## config.mk

```make
export PLATFORM = sky130hd
export DESIGN_NAME = fb_write_arbiter
export DESIGN_NICKNAME = d
export VERILOG_FILES = /design/src/rtl/fb_arb_pkg.sv /design/src/rtl/fb_write_arbiter_rr.sv /design/src/rtl/fb_write_arbiter.sv
export SDC_FILE = /design/constraint.sdc
export NUM_CORES = 1
export LEC_CHECK = 0
export BUFFER_PORTS_ARGS = -buffer_cell sky130_fd_sc_hd__buf_4
export CELL_PAD_IN_SITES_DETAIL_PLACEMENT = 1
export CELL_PAD_IN_SITES_GLOBAL_PLACEMENT = 1
export CORE_MARGIN = 2
export CORE_UTILIZATION = 38
export DETAILED_ROUTE_END_ITERATION = 16
export HOLD_SLACK_MARGIN = 0.06
export PLACE_DENSITY_LB_ADDON = 0.1
export SLEW_MARGIN = 25
export SYNTH_ARGS = -nofsm -noshare
export SYNTH_HDL_FRONTEND = slang
export SYNTH_SLANG_ARGS = --single-unit
```

## constraint.sdc

```tcl
create_clock -name clk_i -period 6.6 [get_ports clk_i]
set_input_delay 1.32 -clock clk_i [delete_from_list [all_inputs] [get_ports clk_i]]
set_output_delay 1.32 -clock clk_i [all_outputs]
set_load 0.02 [all_outputs]
```

## src/rtl/fb_arb_pkg.sv

```systemverilog
// Shared types for the framebuffer write arbiter: FSM state and pixel word.
package fb_arb_pkg;

  typedef enum logic {ST_CLEAR, ST_ARB} fb_arb_state_t;

  typedef logic [23:0] pixel_t;

endpackage

```

## src/rtl/fb_write_arbiter_rr.sv

```systemverilog
// Combinational round-robin picker: first asserted request at or after ptr_i,
// wrapping modulo N. Returns both a one-hot grant and its index.
module rr_arbiter #(
  parameter int N  = 3,
  parameter int IW = $clog2(N)
) (
  input  logic [N-1:0]  req_i,
  input  logic [IW-1:0] ptr_i,
  output logic [N-1:0]  gnt_o,
  output logic [IW-1:0] gnt_idx_o,
  output logic          any_o
);

  int idx;

  always_comb begin
    gnt_o     = '0;
    gnt_idx_o = '0;
    any_o     = 1'b0;
    idx       = 0;
    // Scan from the farthest offset down so the nearest valid offset wins.
    for (int i = N - 1; i >= 0; i--) begin
      idx = int'(ptr_i) + i;
      if (idx >= N) idx = idx - N;
      if (req_i[IW'(idx)]) begin
        any_o     = 1'b1;
        gnt_idx_o = IW'(idx);
      end
    end
    if (any_o) gnt_o[gnt_idx_o] = 1'b1;
  end

endmodule

```

## src/rtl/fb_write_arbiter.sv

```systemverilog
// Shares the framebuffer write port among NREQ producers (round-robin) and
// owns a clear engine that floods the whole framebuffer with one colour.
module fb_write_arbiter
  import fb_arb_pkg::*;
#(
  parameter int     NREQ         = 3,
  parameter int     FB_PIXELS    = 921600,
  parameter int     FB_ADDR_BITS = 20,
  parameter int     AUTO_CLEAR   = 1,
  parameter pixel_t CLEAR_COLOR  = 24'h0
) (
  input  logic                         clk_i,
  input  logic                         rst_n_i,
  input  logic [NREQ-1:0]              req_valid_i,
  output logic [NREQ-1:0]              req_ready_o,
  input  logic [NREQ*FB_ADDR_BITS-1:0] req_addr_i,
  input  logic [NREQ*24-1:0]           req_data_i,
  input  logic                         clear_start_i,
  input  logic [23:0]                  clear_color_i,
  output logic                         busy_o,
  output logic                         clear_done_o,
  output logic                         addr_err_o,
  output logic [FB_ADDR_BITS-1:0]      pxl_addr_o,
  output logic [23:0]                  pxl_data_o,
  output logic                         pxl_en_o
);

  localparam int IW = $clog2(NREQ);
  localparam logic [FB_ADDR_BITS-1:0] LAST_ADDR = FB_ADDR_BITS'(FB_PIXELS - 1);
  localparam logic [FB_ADDR_BITS:0]   PIX_LIMIT = (FB_ADDR_BITS + 1)'(FB_PIXELS);
  localparam fb_arb_state_t RST_STATE = (AUTO_CLEAR != 0) ? ST_CLEAR : ST_ARB;

  logic [FB_ADDR_BITS-1:0] addr_arr [NREQ];
  pixel_t                  data_arr [NREQ];

  for (genvar gi = 0; gi < NREQ; gi++) begin : g_unpack
    assign addr_arr[gi] = req_addr_i[gi*FB_ADDR_BITS +: FB_ADDR_BITS];
    assign data_arr[gi] = req_data_i[gi*24 +: 24];
  end

  fb_arb_state_t           state_q, state_d;
  logic [IW-1:0]           ptr_q, ptr_d;
  logic [FB_ADDR_BITS-1:0] cnt_q, cnt_d;
  pixel_t                  color_q, color_d;
  logic                    pxl_en_q, pxl_en_d;
  logic [FB_ADDR_BITS-1:0] pxl_addr_q, pxl_addr_d;
  pixel_t                  pxl_data_q, pxl_data_d;
  logic                    done_q, done_d;
  logic                    err_q, err_d;

  logic [NREQ-1:0]         gnt;
  logic [IW-1:0]           gnt_idx;
  logic                    gnt_any;
  logic                    arb_open;
  logic [FB_ADDR_BITS-1:0] sel_addr;
  pixel_t                  sel_data;

  rr_arbiter #(.N(NREQ), .IW(IW)) u_rr (
    .req_i     (req_valid_i),
    .ptr_i     (ptr_q),
    .gnt_o     (gnt),
    .gnt_idx_o (gnt_idx),
    .any_o     (gnt_any)
  );

  // A pending clear command steals the cycle from every requester.
  assign arb_open    = (state_q == ST_ARB) && !clear_start_i;
  assign req_ready_o = arb_open ? gnt : '0;
  assign sel_addr    = addr_arr[gnt_idx];
  assign sel_data    = data_arr[gnt_idx];

  always_comb begin
    state_d    = state_q;
    ptr_d      = ptr_q;
    cnt_d      = cnt_q;
    color_d    = color_q;
    pxl_en_d   = 1'b0;
    pxl_addr_d = pxl_addr_q;
    pxl_data_d = pxl_data_q;
    done_d     = 1'b0;
    err_d      = 1'b0;
    case (state_q)
      ST_CLEAR: begin
        pxl_en_d   = 1'b1;
        pxl_addr_d = cnt_q;
        pxl_data_d = color_q;
        if (cnt_q == LAST_ADDR) begin
          cnt_d   = '0;
          state_d = ST_ARB;
          done_d  = 1'b1;
        end else begin
          cnt_d = cnt_q + 1'b1;
        end
      end
      default: begin
        if (clear_start_i) begin
          color_d = clear_color_i;
          state_d = ST_CLEAR;
        end else if (gnt_any) begin
          ptr_d = (gnt_idx == IW'(NREQ - 1)) ? '0 : gnt_idx + 1'b1;
          // Out-of-range writes complete the handshake but never reach memory.
          if ({1'b0, sel_addr} < PIX_LIMIT) begin
            pxl_en_d   = 1'b1;
            pxl_addr_d = sel_addr;
            pxl_data_d = sel_data;
          end else begin
            err_d = 1'b1;
          end
        end
      end
    endcase
  end

  always_ff @(posedge clk_i) begin
    if (!rst_n_i) begin
      state_q    <= RST_STATE;
      ptr_q      <= '0;
      cnt_q      <= '0;
      color_q    <= CLEAR_COLOR;
      pxl_en_q   <= 1'b0;
      pxl_addr_q <= '0;
      pxl_data_q <= '0;
      done_q     <= 1'b0;
      err_q      <= 1'b0;
    end else begin
      state_q    <= state_d;
      ptr_q      <= ptr_d;
      cnt_q      <= cnt_d;
      color_q    <= color_d;
      pxl_en_q   <= pxl_en_d;
      pxl_addr_q <= pxl_addr_d;
      pxl_data_q <= pxl_data_d;
      done_q     <= done_d;
      err_q      <= err_d;
    end
  end

  assign busy_o       = (state_q == ST_CLEAR);
  assign clear_done_o = done_q;
  assign addr_err_o   = err_q;
  assign pxl_en_o     = pxl_en_q;
  assign pxl_addr_o   = pxl_addr_q;
  assign pxl_data_o   = pxl_data_q;

endmodule

```

* After elaboration in Yosys (flattened, before gate mapping)
Cells that the tools add are included.
** Operators by class
- Reductions and logical operators :: 8
- Bitwise operators :: 5
- Add/sub/neg operators :: 7
- Equality and inequality tests :: 5
- Mux-type cells :: 46
- $lt $le $gt $ge :: 10
** Operator list (count)
- $mux W24 :: 6
- $mux W20 :: 7
- $bmux W24 S2 :: 1
- $bmux W20 S2 :: 1
- $add A20 B1 Y20 const B :: 1
- $eq A20 B20 Y1 const B :: 1
- $lt A20 B20 Y1 const B :: 1
- $mux W1 :: 18
- $mux W2 :: 7
- $lt A2 B4 Y1 const B :: 3
- $bmux W1 S2 :: 3
- $ge A3 B2 Y1 const B :: 2
- $mux W3 :: 2
- $reduce_and A3 Y1 :: 2
- $ne A2 B1 Y1 const B :: 2
- $not A1 Y1 :: 4
- $reduce_or A4 Y1 :: 1
- $sub A2 B1 Y2 const B :: 2
- $add A2 B1 Y3 const B :: 1
- $add A2 B2 Y3 const B :: 1
- $ge A3 B3 Y1 const B :: 1
- $lt A2 B3 Y1 const B :: 1
- $not A2 Y3 :: 1
- $add A2 B1 Y2 const B :: 1
- other kinds (10) :: 11
** Storage, ports and cells
- Flip-flop bits (word level) :: 94
- Word-level logic and storage cells :: 90
- Output and inout port bits :: 51
- Input port bits :: 162

* Logic depth before layout (Yosys ltp)
- Word-level depth :: 18
- Gate-level depth with buffers :: 13
- Mapped depth without buffers :: 10

* Hierarchy
From an unflattened synthesis, not the netlist that was laid out.
** Unflattened totals
- Cell total of the unflattened synthesis :: 631
- Area, all modules :: 5220.0 um^2
** Modules (own cells, without submodules)
- fb_write_arbiter :: seq. area each 1881.8 um^2, times used 1, cells each 600, area each 5006.1 um^2
- rr_arbiter :: seq. area each 0.0 um^2, times used 1, cells each 31, area each 214.0 um^2

* Worst setup path before layout
No wires, ideal clock.
- Path type :: input to output
- Start :: in req_valid_i[1]
- End :: out req_ready_o[1]
- Slack :: 2.015 ns
- Path buffers :: 3
- Arrival :: 3.265 ns
- Stages on the path :: 7
- Required time :: 5.280 ns
- Cell sequence :: buf_6 mux2_4 a21o_1 o31a_4 buf_4 buf_2 nor3_1
** On the way
- Word-level cells in the longest chain between the ends :: 12
- Elaborated cells between the ends (all ways) :: 22
- Those cells by class :: order compare (2); mux (19); reduce/logical (1)
** Ends and longest elaborated chain
- from (decl) :: line fb_write_arbiter.sv:14 : input logic [NREQ-1:0] req_valid_i,
- $bmux W1 S2 :: line fb_write_arbiter_rr.sv:25 : if (req_i[IW'(idx)]) begin
- $mux W1 (not written as such) (2 in a row) :: line fb_write_arbiter_rr.sv:25
- $mux W2 (3 in a row) :: line fb_write_arbiter_rr.sv:25
- $lt A2 B3 Y1 (not written as such) / $ge A2 B1 Y1 (equally long branches) :: line fb_write_arbiter_rr.sv:30 : if (any_o) gnt_o[gnt_idx_o] = 1'b1;
- $logic_and A1 B1 Y1 (not written as such) :: line fb_write_arbiter_rr.sv:30
- $mux W1 (not written as such) :: line fb_write_arbiter_rr.sv:30
- $demux W1 S2
- $mux W3 (*) :: line fb_write_arbiter_rr.sv:30
- $mux W3 (*) :: line fb_write_arbiter.sv:68 : assign req_ready_o = arb_open ? gnt : '0;
- to (decl) :: line fb_write_arbiter.sv:15 : output logic [NREQ-1:0] req_ready_o,
Mark *: on every way between the ends. The rest lies on a longest branch, timed or not. The select of a mux whose other input is x is not followed.

* Final worst setup path
Ends and elaborated chain as after synthesis.

==> metrics.txt <==
normalized max-slew margin=0.3423; final hold slack=0.4538 ns; GRT Total Usage=0.2397; Worst-Skew Late Latency=0.34 ns; Cell Area, Synth=5529 um2; Tmin final=4.707 ns; Synth top area share=0.3403; nature of the critical path startpoint=input port; I/O Pins=213; syn nets=857; multiplexer area fraction after synthesis=0.08101; Num CTS Buffers=9; Post-Layout Cell Count=1049; clk buf depth=2; share of cells above drive strength 1=0.3121; first-pass GRT wire length=30550 um; Net Sw Frac=0.2408; prevailing post-synth register cell=dfxtp_1; Die ar.=15530 um2; Post CTS Setup Buffer Count=0; Ant. Diodes=0; Setup CP Type=in2out; FF+latch count, synth=94; clk sinks=94; largest net degree at the start of global routing=94; Power, Total=1.370 mW; P&R area growth vs syn=35.46%; fin util=0.5212; DR vias/cell=5.531; setup ws final=1.893 ns; Clock Skews=0.006908 ns; crit share post-route=0.7132; Hold Fails Final Rpt=0; Die Y-Extent=124.6 um; DRT antenna net count=0; Leak=3.080 nW; CTS tree=built; XOR/XNOR Fraction of Synth Area=0.02851; CTS HTree Levels=3; hold_buf cts=0; Max-Cap Viols=0; synth top area cells=dfxtp_1 34%, mux2i_1 7.4%, o21ai_0 7.3%, nand2_1 7.1%, a311oi_2 4.3%; post-synth cell types=66; Core Footprint=14370 um2; TNS Setup=0 ns; Synth Area in Adders=0.009052; ys async rst share=0; part of the power in combinational logic=0.150; PortBufs=212; cell taking the most area after synthesis=dfxtp_1; Compound-Gate Fraction of Synth Area=0.2498; Max Slew Vio Count=0; synthesized instance count=691; Clock transition at path regs=0.06 ns; Setup violations, final=0; synth warn=0; Least-Margin Pin Slew=0.9865 ns; filler cell count=1752; Vias=5802; PostCTS Resize Cnt=0; setup repair after global routing missed its margin=false; crit path max fanout=45; Iteration-0 DRC Markers=305; critical path required time=5.28 ns; WL per Instance=18.16 um; sequential power share=0.418; final WL=19050 um; Seq/Total Area, Yosys=0.3403; Layout Nets=1026; Worst setup EP type=primary output; post-synthesis simple-gate area fraction=0.2086; sw power=0.3299 mW; Routability Congestion=0.8168; cell-internal power=1.040 mW; clock root buffer=clkbuf_16; Cell Rows=44; vias in the first global route=6071; post-DP HPWL=13900 um; PwrDens=182.9 nW/um2; Setup WS pre-CTS=1.875 ns; Worst IR Drop VDD=124.5 uV; fin area=7490 um2; initial antenna violation count=0; Post-DP Area=7152 um2; largest family of logic cells by synthesized area=compound AO/OA/AOI/OAI gates; f_max=212.5 MHz; status=finished clean; Data arrival, critical path=3.39 ns; # DRC=0; DR pass1 iterations=4; Post-synth EDFFs=0; Die Wd=124.6 um; Clock power frac=0.433; GRT Residual Overflow=0; Starting Density=0.3848; syn_area_per_cell=8.002 um2; Hold Path Class=reg2reg; Post-Place Cells=1033
==> final cells by class <==
type,count,area [um2],area share
multi-input combinational,494,3211,0.4287
inverter,44,165.2,0.02205
tap,184,230.2,0.03074
clock inverter,7,111.4,0.01487
timing repair buffer,217,1662,0.2219
sequential,94,1886,0.2518
clock buffer,9,225.2,0.03007
==> worst max-delay path, cell delays in order <==
cell	delay [ns]
buf_4	0.15
nor3b_1	0.23
nor3_2	0.14
nor2_4	0.68
buf_4	0.50
nor3_1	0.12
buf_4	0.21
==> state kept, by name (all words and copies together) (netlist names) <==
register and count:
color_q 24, pxl_data_o 24, pxl_addr_o 20, clear_done_o 1, addr_err_o 1, state_q 1
cnt_q 20, pxl_en_o 1, ptr_q 2
==> metal layers <==
metal	GRT usage	vias to the layer above	wire, um
met3	0.04725	26	783
met1	0.2824	2816	7970
li1	-	2828	-
met4	0.06940	0	368
met2	0.4388	132	9926
met5	0	-	0
==> cell usage after synthesis (all sizes together) (2+ instances only) <==
master / count
a211oi: 5
a21oi: 32
a22o: 3
a22oi: 2
a311oi: 39
a31oi: 10
a32oi: 4
and2: 3
and3: 8
and4: 2
buf: 19
clkbuf: 40
clkinv: 2
dfxtp: 94
ha: 4
inv: 42
mux2: 3
mux2i: 41
nand2: 106
nand2b: 2
nand3: 13
nand3b: 2
nand4: 5
nor2: 38
nor2b: 4
nor3: 8
nor4: 37
o21ai: 82
o21bai: 2
o311a: 2
o311ai: 3
xnor2: 4
xor2: 14
==> cell families (layout without fill, tap and decap cells) <==
group	count (synthesis)	after routing
flip-flops	94	94
AO/OA/AOI/OAI	193	193
AND/OR/NAND/NOR	235	235
adder cells (fa/ha/maj)	4	4
buffers and inverters	103	277
XOR/XNOR	18	18
multiplexers	44	44
==> cells in the final DEF (no fill, tap or decap), types with 3 or more instances in the layout <==
master | Yosys | final
nand4_1 | 4 | 4
clkinv_2 | 0 | 3
nor2b_1 | 4 | 4
nor3_1 | 6 | 6
dfxtp_1 | 94 | 93
xor2_1 | 14 | 14
nor2_1 | 36 | 35
nand3_1 | 13 | 13
a32oi_1 | 4 | 4
clkbuf_16 | 0 | 9
and3_1 | 8 | 8
a21oi_1 | 32 | 32
inv_1 | 42 | 42
mux2i_1 | 41 | 41
o21ai_0 | 81 | 81
a311oi_2 | 16 | 16
nor4_1 | 37 | 37
a31oi_1 | 10 | 10
a211oi_1 | 4 | 4
ha_1 | 4 | 4
nand2_1 | 105 | 105
xnor2_1 | 4 | 4
bufinv_16 | 0 | 3
buf_4 | 9 | 215
a311oi_1 | 23 | 23
==> power by group through the flow <==
stage	clock, mW	combinational [mW]	sequential, mW
final	0.593	0.205	0.572
after global placement	0	0.196	0.585
after global routing	0.630	0.222	0.572
after detailed placement	0	0.206	0.585
after floorplan	0	0.0978	0.587
after CTS	0.609	0.206	0.572
==> final timing paths <==
path | startpoint | end | slack [ns] | cells after the start
setup / recovery | req_valid_i[1] | req_ready_o[1] | 1.89 | 7
hold / removal | color_q[3]$_SDFFE_PN0P_ | color_q[3]$_SDFFE_PN0P_ | 0.45 | 2
setup reg to reg | ptr_q[0]$_SDFFE_PN0P_ | pxl_addr_o[10]$_SDFFE_PN0P_ | 2.48 | 12
hold reg to reg | color_q[3]$_SDFFE_PN0P_ | color_q[3]$_SDFFE_PN0P_ | 0.45 | 2
(Power assumes the default switching activity.)
